## config.mk

```make
export PLATFORM = sky130hd
export DESIGN_NAME = control_fsm_flat
export DESIGN_NICKNAME = d
export VERILOG_FILES = /design/src/rtl/control_fsm_if.sv /design/src/rtl/control_fsm.sv /design/src/flat_wrapper.sv
export SDC_FILE = /design/constraint.sdc
export NUM_CORES = 1
export LEC_CHECK = 0
export BUFFER_PORTS_ARGS = -buffer_cell sky130_fd_sc_hd__buf_2
export CAP_MARGIN = 20
export CORE_MARGIN = 5
export CORE_UTILIZATION = 35
export DETAILED_ROUTE_END_ITERATION = 10
export GPL_ROUTABILITY_DRIVEN = 0
export PLACE_DENSITY = 0.82
export SYNTH_ARGS = -nofsm -noshare
export SYNTH_HDL_FRONTEND = slang
export SYNTH_SLANG_ARGS = --single-unit
```

## constraint.sdc

```tcl
create_clock -name clk -period 1.69 [get_ports clk]
set_clock_uncertainty 0.15 [all_clocks]
set_input_delay 0.4225 -clock clk [delete_from_list [all_inputs] [get_ports clk]]
set_output_delay 0.4225 -clock clk [all_outputs]
set_load 0.05 [all_outputs]
```

## src/rtl/control_fsm_if.sv

```systemverilog
`default_nettype none
// ============================================================================
// Module   : control_fsm_if
// Brief    : Decoder fields, memory handshake and step strobes around
//            control_fsm. The PERF_COUNTERS_EN macro adds the counter outputs.
// Revision : 1.0
// ============================================================================
interface control_fsm_if;
    logic [6:0]  opcode;
    logic [2:0]  func3;
    logic        instr_valid;
    logic [4:0]  reg_dest;
    logic        branch_taken;
    logic        mem_ack;
    logic        mem_req;
    logic        mem_we;
    logic        mem_addr_sel;
    logic        ir_load;
    logic        alu_en;
    logic        reg_we;
    logic        pc_we;
    logic        pc_sel;
    logic        halted;
    logic [1:0]  trap_cause;
`ifdef PERF_COUNTERS_EN
    logic [31:0] cycle_count;
    logic [31:0] instret_count;
`endif

    modport master (
        input  opcode, func3, instr_valid, reg_dest, branch_taken, mem_ack,
        output mem_req, mem_we, mem_addr_sel, ir_load, alu_en, reg_we,
               pc_we, pc_sel, halted, trap_cause
`ifdef PERF_COUNTERS_EN
        , output cycle_count, instret_count
`endif
    );

    modport slave (
        output opcode, func3, instr_valid, reg_dest, branch_taken, mem_ack,
        input  mem_req, mem_we, mem_addr_sel, ir_load, alu_en, reg_we,
               pc_we, pc_sel, halted, trap_cause
`ifdef PERF_COUNTERS_EN
        , input cycle_count, instret_count
`endif
    );
endinterface
`default_nettype wire

```

## src/rtl/control_fsm.sv

```systemverilog
`default_nettype none
// ============================================================================
// Module   : control_fsm
// Brief    : Multi-cycle FETCH/DECODE/EXECUTE/MEM/WRITEBACK sequencer for the
//            RV32I core. Define PERF_COUNTERS_EN for cycle/instret counters.
// Revision : 1.0
// ============================================================================
module control_fsm #(
    parameter int unsigned ACK_TIMEOUT = 0
) (
    input  logic           clk,
    input  logic           reset,
    control_fsm_if.master  bus
);
    localparam logic [2:0] C_FETCH     = 3'd0;
    localparam logic [2:0] C_DECODE    = 3'd1;
    localparam logic [2:0] C_EXECUTE   = 3'd2;
    localparam logic [2:0] C_MEM       = 3'd3;
    localparam logic [2:0] C_WRITEBACK = 3'd4;
    localparam logic [2:0] C_TRAP      = 3'd5;

    localparam logic [6:0] C_OP_LOAD   = 7'b0000011;
    localparam logic [6:0] C_OP_STORE  = 7'b0100011;
    localparam logic [6:0] C_OP_IMM    = 7'b0010011;
    localparam logic [6:0] C_OP_OP     = 7'b0110011;
    localparam logic [6:0] C_OP_LUI    = 7'b0110111;
    localparam logic [6:0] C_OP_AUIPC  = 7'b0010111;
    localparam logic [6:0] C_OP_JAL    = 7'b1101111;
    localparam logic [6:0] C_OP_JALR   = 7'b1100111;
    localparam logic [6:0] C_OP_BRANCH = 7'b1100011;
    localparam logic [6:0] C_OP_SYSTEM = 7'b1110011;

    localparam logic [1:0] C_CAUSE_ILLEGAL = 2'd1;
    localparam logic [1:0] C_CAUSE_SYSTEM  = 2'd2;
    localparam logic [1:0] C_CAUSE_TIMEOUT = 2'd3;

    localparam bit         C_TIMEOUT_EN = (ACK_TIMEOUT != 0);
    localparam logic [7:0] C_TIMEOUT    = 8'(ACK_TIMEOUT);

    logic [2:0] r_state;
    logic [2:0] w_next_state;
    logic [1:0] r_cause;
    logic [1:0] w_next_cause;
    logic [7:0] r_wait;

    logic w_mem_req, w_mem_we, w_mem_addr_sel, w_ir_load, w_alu_en;
    logic w_reg_we, w_pc_we, w_pc_sel, w_halted;
    logic w_is_load, w_is_store, w_is_jump, w_is_branch, w_writes_rd;
    logic w_waiting, w_timeout;
    logic w_unused_func3;

    // func3 is carried for future CSR decoding; SYSTEM traps regardless.
    assign w_unused_func3 = ^bus.func3;

    assign w_is_load   = (bus.opcode == C_OP_LOAD);
    assign w_is_store  = (bus.opcode == C_OP_STORE);
    assign w_is_branch = (bus.opcode == C_OP_BRANCH);
    assign w_is_jump   = (bus.opcode == C_OP_JAL) || (bus.opcode == C_OP_JALR);
    assign w_writes_rd = (bus.opcode == C_OP_OP)  || (bus.opcode == C_OP_IMM)   ||
                         w_is_load                || (bus.opcode == C_OP_LUI)   ||
                         (bus.opcode == C_OP_AUIPC) || w_is_jump;

    assign w_waiting = (r_state == C_FETCH) || (r_state == C_MEM);
    assign w_timeout = C_TIMEOUT_EN && (r_wait == C_TIMEOUT) && !bus.mem_ack;

    always_comb begin
        w_next_state   = r_state;
        w_next_cause   = r_cause;
        w_mem_req      = 1'b0;
        w_mem_we       = 1'b0;
        w_mem_addr_sel = 1'b0;
        w_ir_load      = 1'b0;
        w_alu_en       = 1'b0;
        w_reg_we       = 1'b0;
        w_pc_we        = 1'b0;
        w_pc_sel       = 1'b0;
        w_halted       = 1'b0;
        case (r_state)
            C_FETCH: begin
                w_mem_req = 1'b1;
                if (bus.mem_ack) begin
                    w_ir_load    = 1'b1;
                    w_next_state = C_DECODE;
                end else if (w_timeout) begin
                    w_next_state = C_TRAP;
                    w_next_cause = C_CAUSE_TIMEOUT;
                end
            end
            C_DECODE: begin
                if (!bus.instr_valid) begin
                    w_next_state = C_TRAP;
                    w_next_cause = C_CAUSE_ILLEGAL;
                end else begin
                    w_next_state = C_EXECUTE;
                end
            end
            C_EXECUTE: begin
                w_alu_en = 1'b1;
                if (w_is_load || w_is_store) begin
                    w_next_state = C_MEM;
                end else if (bus.opcode == C_OP_SYSTEM) begin
                    w_next_state = C_TRAP;
                    w_next_cause = C_CAUSE_SYSTEM;
                end else begin
                    w_next_state = C_WRITEBACK;
                end
            end
            C_MEM: begin
                w_mem_req      = 1'b1;
                w_mem_addr_sel = 1'b1;
                w_mem_we       = w_is_store;
                if (bus.mem_ack) begin
                    w_next_state = C_WRITEBACK;
                end else if (w_timeout) begin
                    w_next_state = C_TRAP;
                    w_next_cause = C_CAUSE_TIMEOUT;
                end
            end
            C_WRITEBACK: begin
                w_pc_we      = 1'b1;
                w_pc_sel     = w_is_jump || (w_is_branch && bus.branch_taken);
                w_reg_we     = w_writes_rd && (bus.reg_dest != 5'd0);
                w_next_state = C_FETCH;
            end
            C_TRAP: begin
                w_halted = 1'b1;
            end
            default: begin
                w_next_state = C_FETCH;
            end
        endcase
    end

    always_ff @(posedge clk) begin
        if (reset) begin
            r_state <= C_FETCH;
            r_cause <= 2'd0;
            r_wait  <= 8'd0;
        end else begin
            r_state <= w_next_state;
            r_cause <= w_next_cause;
            if (!w_waiting || bus.mem_ack || (w_next_state != r_state)) begin
                r_wait <= 8'd0;
            end else begin
                r_wait <= r_wait + 8'd1;
            end
        end
    end

    // Strobes are forced low while reset is held so an aborted step never commits.
    assign bus.mem_req      = !reset && w_mem_req;
    assign bus.mem_we       = !reset && w_mem_we;
    assign bus.mem_addr_sel = !reset && w_mem_addr_sel;
    assign bus.ir_load      = !reset && w_ir_load;
    assign bus.alu_en       = !reset && w_alu_en;
    assign bus.reg_we       = !reset && w_reg_we;
    assign bus.pc_we        = !reset && w_pc_we;
    assign bus.pc_sel       = !reset && w_pc_sel;
    assign bus.halted       = !reset && w_halted;
    assign bus.trap_cause   = reset ? 2'd0 : r_cause;

`ifdef PERF_COUNTERS_EN
    logic [31:0] r_cycle_count;
    logic [31:0] r_instret_count;

    always_ff @(posedge clk) begin
        if (reset) begin
            r_cycle_count   <= 32'd0;
            r_instret_count <= 32'd0;
        end else begin
            if (r_state != C_TRAP) begin
                r_cycle_count <= r_cycle_count + 32'd1;
            end
            if (r_state == C_WRITEBACK) begin
                r_instret_count <= r_instret_count + 32'd1;
            end
        end
    end

    assign bus.cycle_count   = reset ? 32'd0 : r_cycle_count;
    assign bus.instret_count = reset ? 32'd0 : r_instret_count;
`endif
endmodule
`default_nettype wire

```

## src/flat_wrapper.sv

```systemverilog
// flat-port wrapper written by rule: the top's interface ports become plain ports
module control_fsm_flat 
#(
    parameter int unsigned ACK_TIMEOUT = 0
)
  (clk, reset, bus_opcode, bus_func3, bus_instr_valid, bus_reg_dest, bus_branch_taken, bus_mem_ack, bus_mem_req, bus_mem_we, bus_mem_addr_sel, bus_ir_load, bus_alu_en, bus_reg_we, bus_pc_we, bus_pc_sel, bus_halted, bus_trap_cause);
  control_fsm_if bus_i ();
  input  logic clk;
  input  logic reset;
  input wire logic [$bits(bus_i.opcode)-1:0] bus_opcode;
  input wire logic [$bits(bus_i.func3)-1:0] bus_func3;
  input wire logic [$bits(bus_i.instr_valid)-1:0] bus_instr_valid;
  input wire logic [$bits(bus_i.reg_dest)-1:0] bus_reg_dest;
  input wire logic [$bits(bus_i.branch_taken)-1:0] bus_branch_taken;
  input wire logic [$bits(bus_i.mem_ack)-1:0] bus_mem_ack;
  output wire logic [$bits(bus_i.mem_req)-1:0] bus_mem_req;
  output wire logic [$bits(bus_i.mem_we)-1:0] bus_mem_we;
  output wire logic [$bits(bus_i.mem_addr_sel)-1:0] bus_mem_addr_sel;
  output wire logic [$bits(bus_i.ir_load)-1:0] bus_ir_load;
  output wire logic [$bits(bus_i.alu_en)-1:0] bus_alu_en;
  output wire logic [$bits(bus_i.reg_we)-1:0] bus_reg_we;
  output wire logic [$bits(bus_i.pc_we)-1:0] bus_pc_we;
  output wire logic [$bits(bus_i.pc_sel)-1:0] bus_pc_sel;
  output wire logic [$bits(bus_i.halted)-1:0] bus_halted;
  output wire logic [$bits(bus_i.trap_cause)-1:0] bus_trap_cause;
  assign bus_i.opcode = bus_opcode;
  assign bus_i.func3 = bus_func3;
  assign bus_i.instr_valid = bus_instr_valid;
  assign bus_i.reg_dest = bus_reg_dest;
  assign bus_i.branch_taken = bus_branch_taken;
  assign bus_i.mem_ack = bus_mem_ack;
  assign bus_mem_req = bus_i.mem_req;
  assign bus_mem_we = bus_i.mem_we;
  assign bus_mem_addr_sel = bus_i.mem_addr_sel;
  assign bus_ir_load = bus_i.ir_load;
  assign bus_alu_en = bus_i.alu_en;
  assign bus_reg_we = bus_i.reg_we;
  assign bus_pc_we = bus_i.pc_we;
  assign bus_pc_sel = bus_i.pc_sel;
  assign bus_halted = bus_i.halted;
  assign bus_trap_cause = bus_i.trap_cause;
  control_fsm #(.ACK_TIMEOUT(ACK_TIMEOUT)) u_core (.clk(clk), .reset(reset), .bus(bus_i));
endmodule
```

Yosys cells after proc, flatten, opt, wreduce, memory -nomap -nowiden
Cells that the tools add are included.
W data, S select, Z words.
- register bits after elaboration: 5
- latch bits: 0
- bits in writable memories: 0
- ROM bits: 0
- input port bits: 20
- output and inout port bits: 11
- logic and storage cells: 70
- memories kept: 0
- add/sub/neg operators: 0
- multipliers: 0
- div/mod/pow operators: 0
- order comparisons: 0
- eq/ne operators: 20
- shift-type cells: 0
- multiplexer cells: 21
- bitwise gates (word level): 1
- reductions and logical operators: 26
- operator list (operator ; count):
    $eq A7 B7 Y1 const B ; 4
    $eq A7 B6 Y1 const B ; 3
    $pmux W3 S5 ; 1
    $eq A7 B5 Y1 const B ; 2
    $mux W3 ; 4
    $logic_and A1 B1 Y1 ; 11
    $mux W1 ; 11
    $logic_or A1 B1 Y1 ; 8
    $mux W2 ; 4
    $ne A2 B2 Y1 const B ; 4
    $eq A7 B2 Y1 const B ; 1
    $eq A3 B2 Y1 const B ; 2
    $eq A3 B3 Y1 const B ; 2
    $reduce_bool A5 Y1 ; 1
    $pmux W2 S2 ; 1
    $reduce_and A4 Y1 ; 1
    $eq A3 B1 Y1 const B ; 1
    $logic_not A3 Y1 ; 1
    $reduce_and A3 Y1 ; 1
    $ne A2 B1 Y1 const B ; 1
    $reduce_bool A2 Y1 ; 1
    $reduce_or A2 Y1 ; 1
    $logic_not A1 Y1 ; 1
    $not A1 Y1 ; 1

Longest topological paths before layout
- word-level depth: 9
- depth in mapped cells: 4
- mapped depth without buffers: 3

Least setup slack after synthesis
Ideal clock, no wire load.
- kind: register to output
- start point: register u_core.r_state[0]
- end point: output bus_pc_sel
- data arrival time: 3.209 ns
- data required time: 1.117 ns
- slack: -2.092 ns
- cell stages (with the launch flop): 5
- path buffers: 1
- cells stage by stage: dfxtp_1 buf_2 nor4b_2 o21ai_0 nor4_1
- longest elaborated chain between the ends: 3
- RTL lines (item ; line ; text):
    from (decl) ; control_fsm.sv:40 ; logic [2:0] r_state;
    from (signal assigned) ; control_fsm.sv:140 ; r_state <= w_next_state;
    $eq A3 B3 Y1 ; control_fsm.sv:78 ; case (r_state)
    $mux W1 ; control_fsm.sv:78 ;
    $logic_and A1 B1 Y1 ; control_fsm.sv:158 ; assign bus.pc_sel = !reset && w_pc_sel;
    to (decl) ; flat_wrapper.sv:23 ; output wire logic [$bits(bus_i.pc_sel)-1:0] bus_pc_sel;
Every way passes these cells.

Worst setup path in the final report
- start point: register u_core.r_state[1]
- end point: output bus_pc_sel
The elaborated chain is that of the path after synthesis.

==> implementation parameters <==
Parameter                              Value

Detailed routing
  Detailed-routing iteration count for the pre-antenna-repair pass    4
  Total routed wirelength    2465 um
  Drt via density    5.870
  Initial DRC Count    10
  Mean routed wirelength per cell    20.04 um
  Final antenna-violating net count    0
  DRC viols    0
  Vias    722

Floorplan
  Area of the die    2173 sq um
  Area of the core    1285 sq um
  Effective utilization at floorplan    0.3651
  Height of the chip    46.62 um
  Number of cell rows    13
  Horizontal die dimension    46.62 um
  Number of primary I/O pins    31

Worst hold path
  Path type of the worst min-delay path    reg2reg
  Hold Startpoint    u_core.r_cause[1]
  Worst hold stages    2

Job
  Number of maximum-capacitance constraint violations    0

STA
  Fin crit period    2.048 ns
  Count of endpoints failing setup in the final report    10
  Post-route worst setup slack    -0.3576 ns
  Worst-margin pin slew    0.3020 ns
  RSZ-0062 raised after global routing    true
  Hold Vio Cnt, Final    0
  Max-slew violation total from the final report    0
  Maximum clock frequency    488.4 MHz
  Post-route clock period utilization    1.212
  Remaining max-slew budget at the tightest pin    0.7959

Clocking
  Clock transition at the registers of the reported paths    0.05 ns
  Master cell of the clock root buffer    sky130_fd_sc_hd__clkbuf_4
  Clock tree from TritonCTS    done
  Insertion delay to the later sink of the worst-skew pair    0.26 ns
  Clock buffers created by TritonCTS    3
  Max H-tree Level    1
  Max Root-Sink Buffers    2
  Clock sinks    5
  Cts-stage hold buffer count    0

Placed design
  Count of buffers inserted at the top-level ports    27
  HPWL Detailed    1181 um
  Post-placement cell area    802.0 sq um
  Placed cells    112

Final layout
  Multi-input combinational cell area    516.7 sq um
  Post-Layout Inst Area    1082 sq um
  Number of nets in the finished design    129
  Layout cell share with drive strength beyond 1    0.7315
  Sequential cell area in the final layout    106.4 sq um
  Most frequent standard cell in the layout excluding fill and tap cells    sky130_fd_sc_hd__buf_4
  Commonest cells after routing, fill and taps aside    sky130_fd_sc_hd__buf_4 (19), sky130_fd_sc_hd__buf_2 (13), sky130_fd_sc_hd__buf_6 (12)
  Utilization after layout    0.8423
  Post-route non-filler standard cell count    123
  Layout Area Growth over Synthesis    130.7%
  Number of antenna cells inserted    0
  Fillcell total    60

Yosys
  Sequential element share of the synthesized area    0.2133
  EDFF count, synth    0
  Cell area after synthesis    469.2 sq um
  Seq cells post-synth    5
  Proportion of register bits with asynchronous set or reset after synthesis    0
  Number of instances in the synthesized netlist    59
  Leading register cell type out of synthesis    sky130_fd_sc_hd__dfxtp_1
  Mapped Nets    79
  Synth Area per Inst    7.953 sq um
  Post-synth cell types    35
  Warnings from Yosys    0

Status
  Result of the run    finished with violations
  Violations in the final reports    negative setup slack

Critical path
  Critical path start-end classification    reg2out
  Arr. time, crit path    1.48 ns
  Reg-to-reg startpoint    u_core.r_state[1]
  Startpoint types    flop
  Critical path startpoint    u_core.r_state[1]
  CP Max Fanout    3
  Cell count of the worst reg-to-reg path    5
  Type of destination of the critical path    output pin
  Data required time at the worst endpoint    1.12 ns

Pwr
  Power density of the placed cells    611.5 nW/um^2
  Worst vdd ir    518.9 uV
  Design Power    661.8 uW
  Static leakage power    0.0004449 uW

Global route
  Global Route Usage Sum    0.2080
  Total grt overflow    0
  Via count of the first global-routing pass    741
  Maximum number of pins on one net before global-route repair    14
  Global-route wire length before repair    3160 um
  Number of antenna violations at the first check in global routing    0
==> critical path: stages (launching register included) <==
cell,delay [ns]
sky130_fd_sc_hd__dfxtp_4,0.35
sky130_fd_sc_hd__nor4b_4,0.31
sky130_fd_sc_hd__o21ai_2,0.12
sky130_fd_sc_hd__nor4_4,0.23
sky130_fd_sc_hd__buf_6,0.19
==> logic make-up after synthesis <==
logic type | count (synthesis) | synth area share
AND/OR/NAND/NOR | 36 | 0.5280
AO/OA/AOI/OAI | 12 | 0.1867
flip-flops | 5 | 0.2133
buffers and inverters | 5 | 0.05330
XOR/XNOR | 1 | 0.01867
==> stage by stage <==
step	worst slack (ns)	setup TNS (ns)	hold slack [ns]
2_1_floorplan	-0.8930	-4.152	0.3043
3_3_place_gp	-0.5395	-1.960	0.3216
3_5_place_dp	-0.5684	-2.071	0.3336
4_1_cts	-0.3541	-1.920	0.3468
5_1_grt	-0.4574	-3.011	0.3841
6_report	-0.3576	-2.456	0.3618
==> flip-flops by register name, summed over array words and instances (netlist names) <==
register,count
u_core.r_state,3
u_core.r_cause,2
==> report_power, final <==
part / leakage (uW) / switching, uW / internal, uW / total [uW]
logic: 0.000388 / 189 / 175 / 363
clock network: 0.0000150 / 63.2 / 90.2 / 153
registers: 0.0000423 / 13.6 / 132 / 145
==> cell usage after synthesis (2+ instances only) <==
master	number	area share
sky130_fd_sc_hd__nor2_1	6	0.048
sky130_fd_sc_hd__dfxtp_1	5	0.21
sky130_fd_sc_hd__nand2_1	3	0.024
sky130_fd_sc_hd__nand2b_1	3	0.040
sky130_fd_sc_hd__nand3b_1	3	0.048
sky130_fd_sc_hd__nor3_1	3	0.032
sky130_fd_sc_hd__nor3b_1	3	0.048
sky130_fd_sc_hd__a21oi_1	2	0.021
sky130_fd_sc_hd__and4_1	2	0.037
sky130_fd_sc_hd__nor2b_1	2	0.027
sky130_fd_sc_hd__nor4bb_1	2	0.043
sky130_fd_sc_hd__o21ai_0	2	0.021
==> metal layers <==
layer  GRT usage  vias to the layer above  wire [um]
met4      0.1823                        0        119
li1            -                      325          -
met3     0.03516                       11        123
met5           0                        -          0
met2      0.3269                       32       1217
met1      0.2379                      354       1005
==> final cells by class <==
| type | instances | share of cell area |
|---|---|---|
| inverters | 1 | 0.003468 |
| well taps | 15 | 0.01734 |
| multi-input cells | 49 | 0.4775 |
| flip-flops and latches | 5 | 0.09827 |
| clock buffers | 4 | 0.02428 |
| repair buffers | 49 | 0.3792 |
==> what timing repair did <==
| item | in CTS | in global routing |
|---|---|---|
| endpoints found under the setup margin | 10 | 12 |
| gates resized for setup | 30 | 21 |
| pin swaps | 7 | 8 |
| buffers inserted | 4 | 6 |
==> final timing paths <==
check / end / slack [ns]
setup / recovery: bus_pc_sel / -0.36
hold / removal: u_core.r_cause[1] / 0.36
setup reg to reg: u_core.r_cause[0] / -0.03
hold reg to reg: u_core.r_cause[1] / 0.36
No activity file was read; power rests on OpenSTA's default activity.
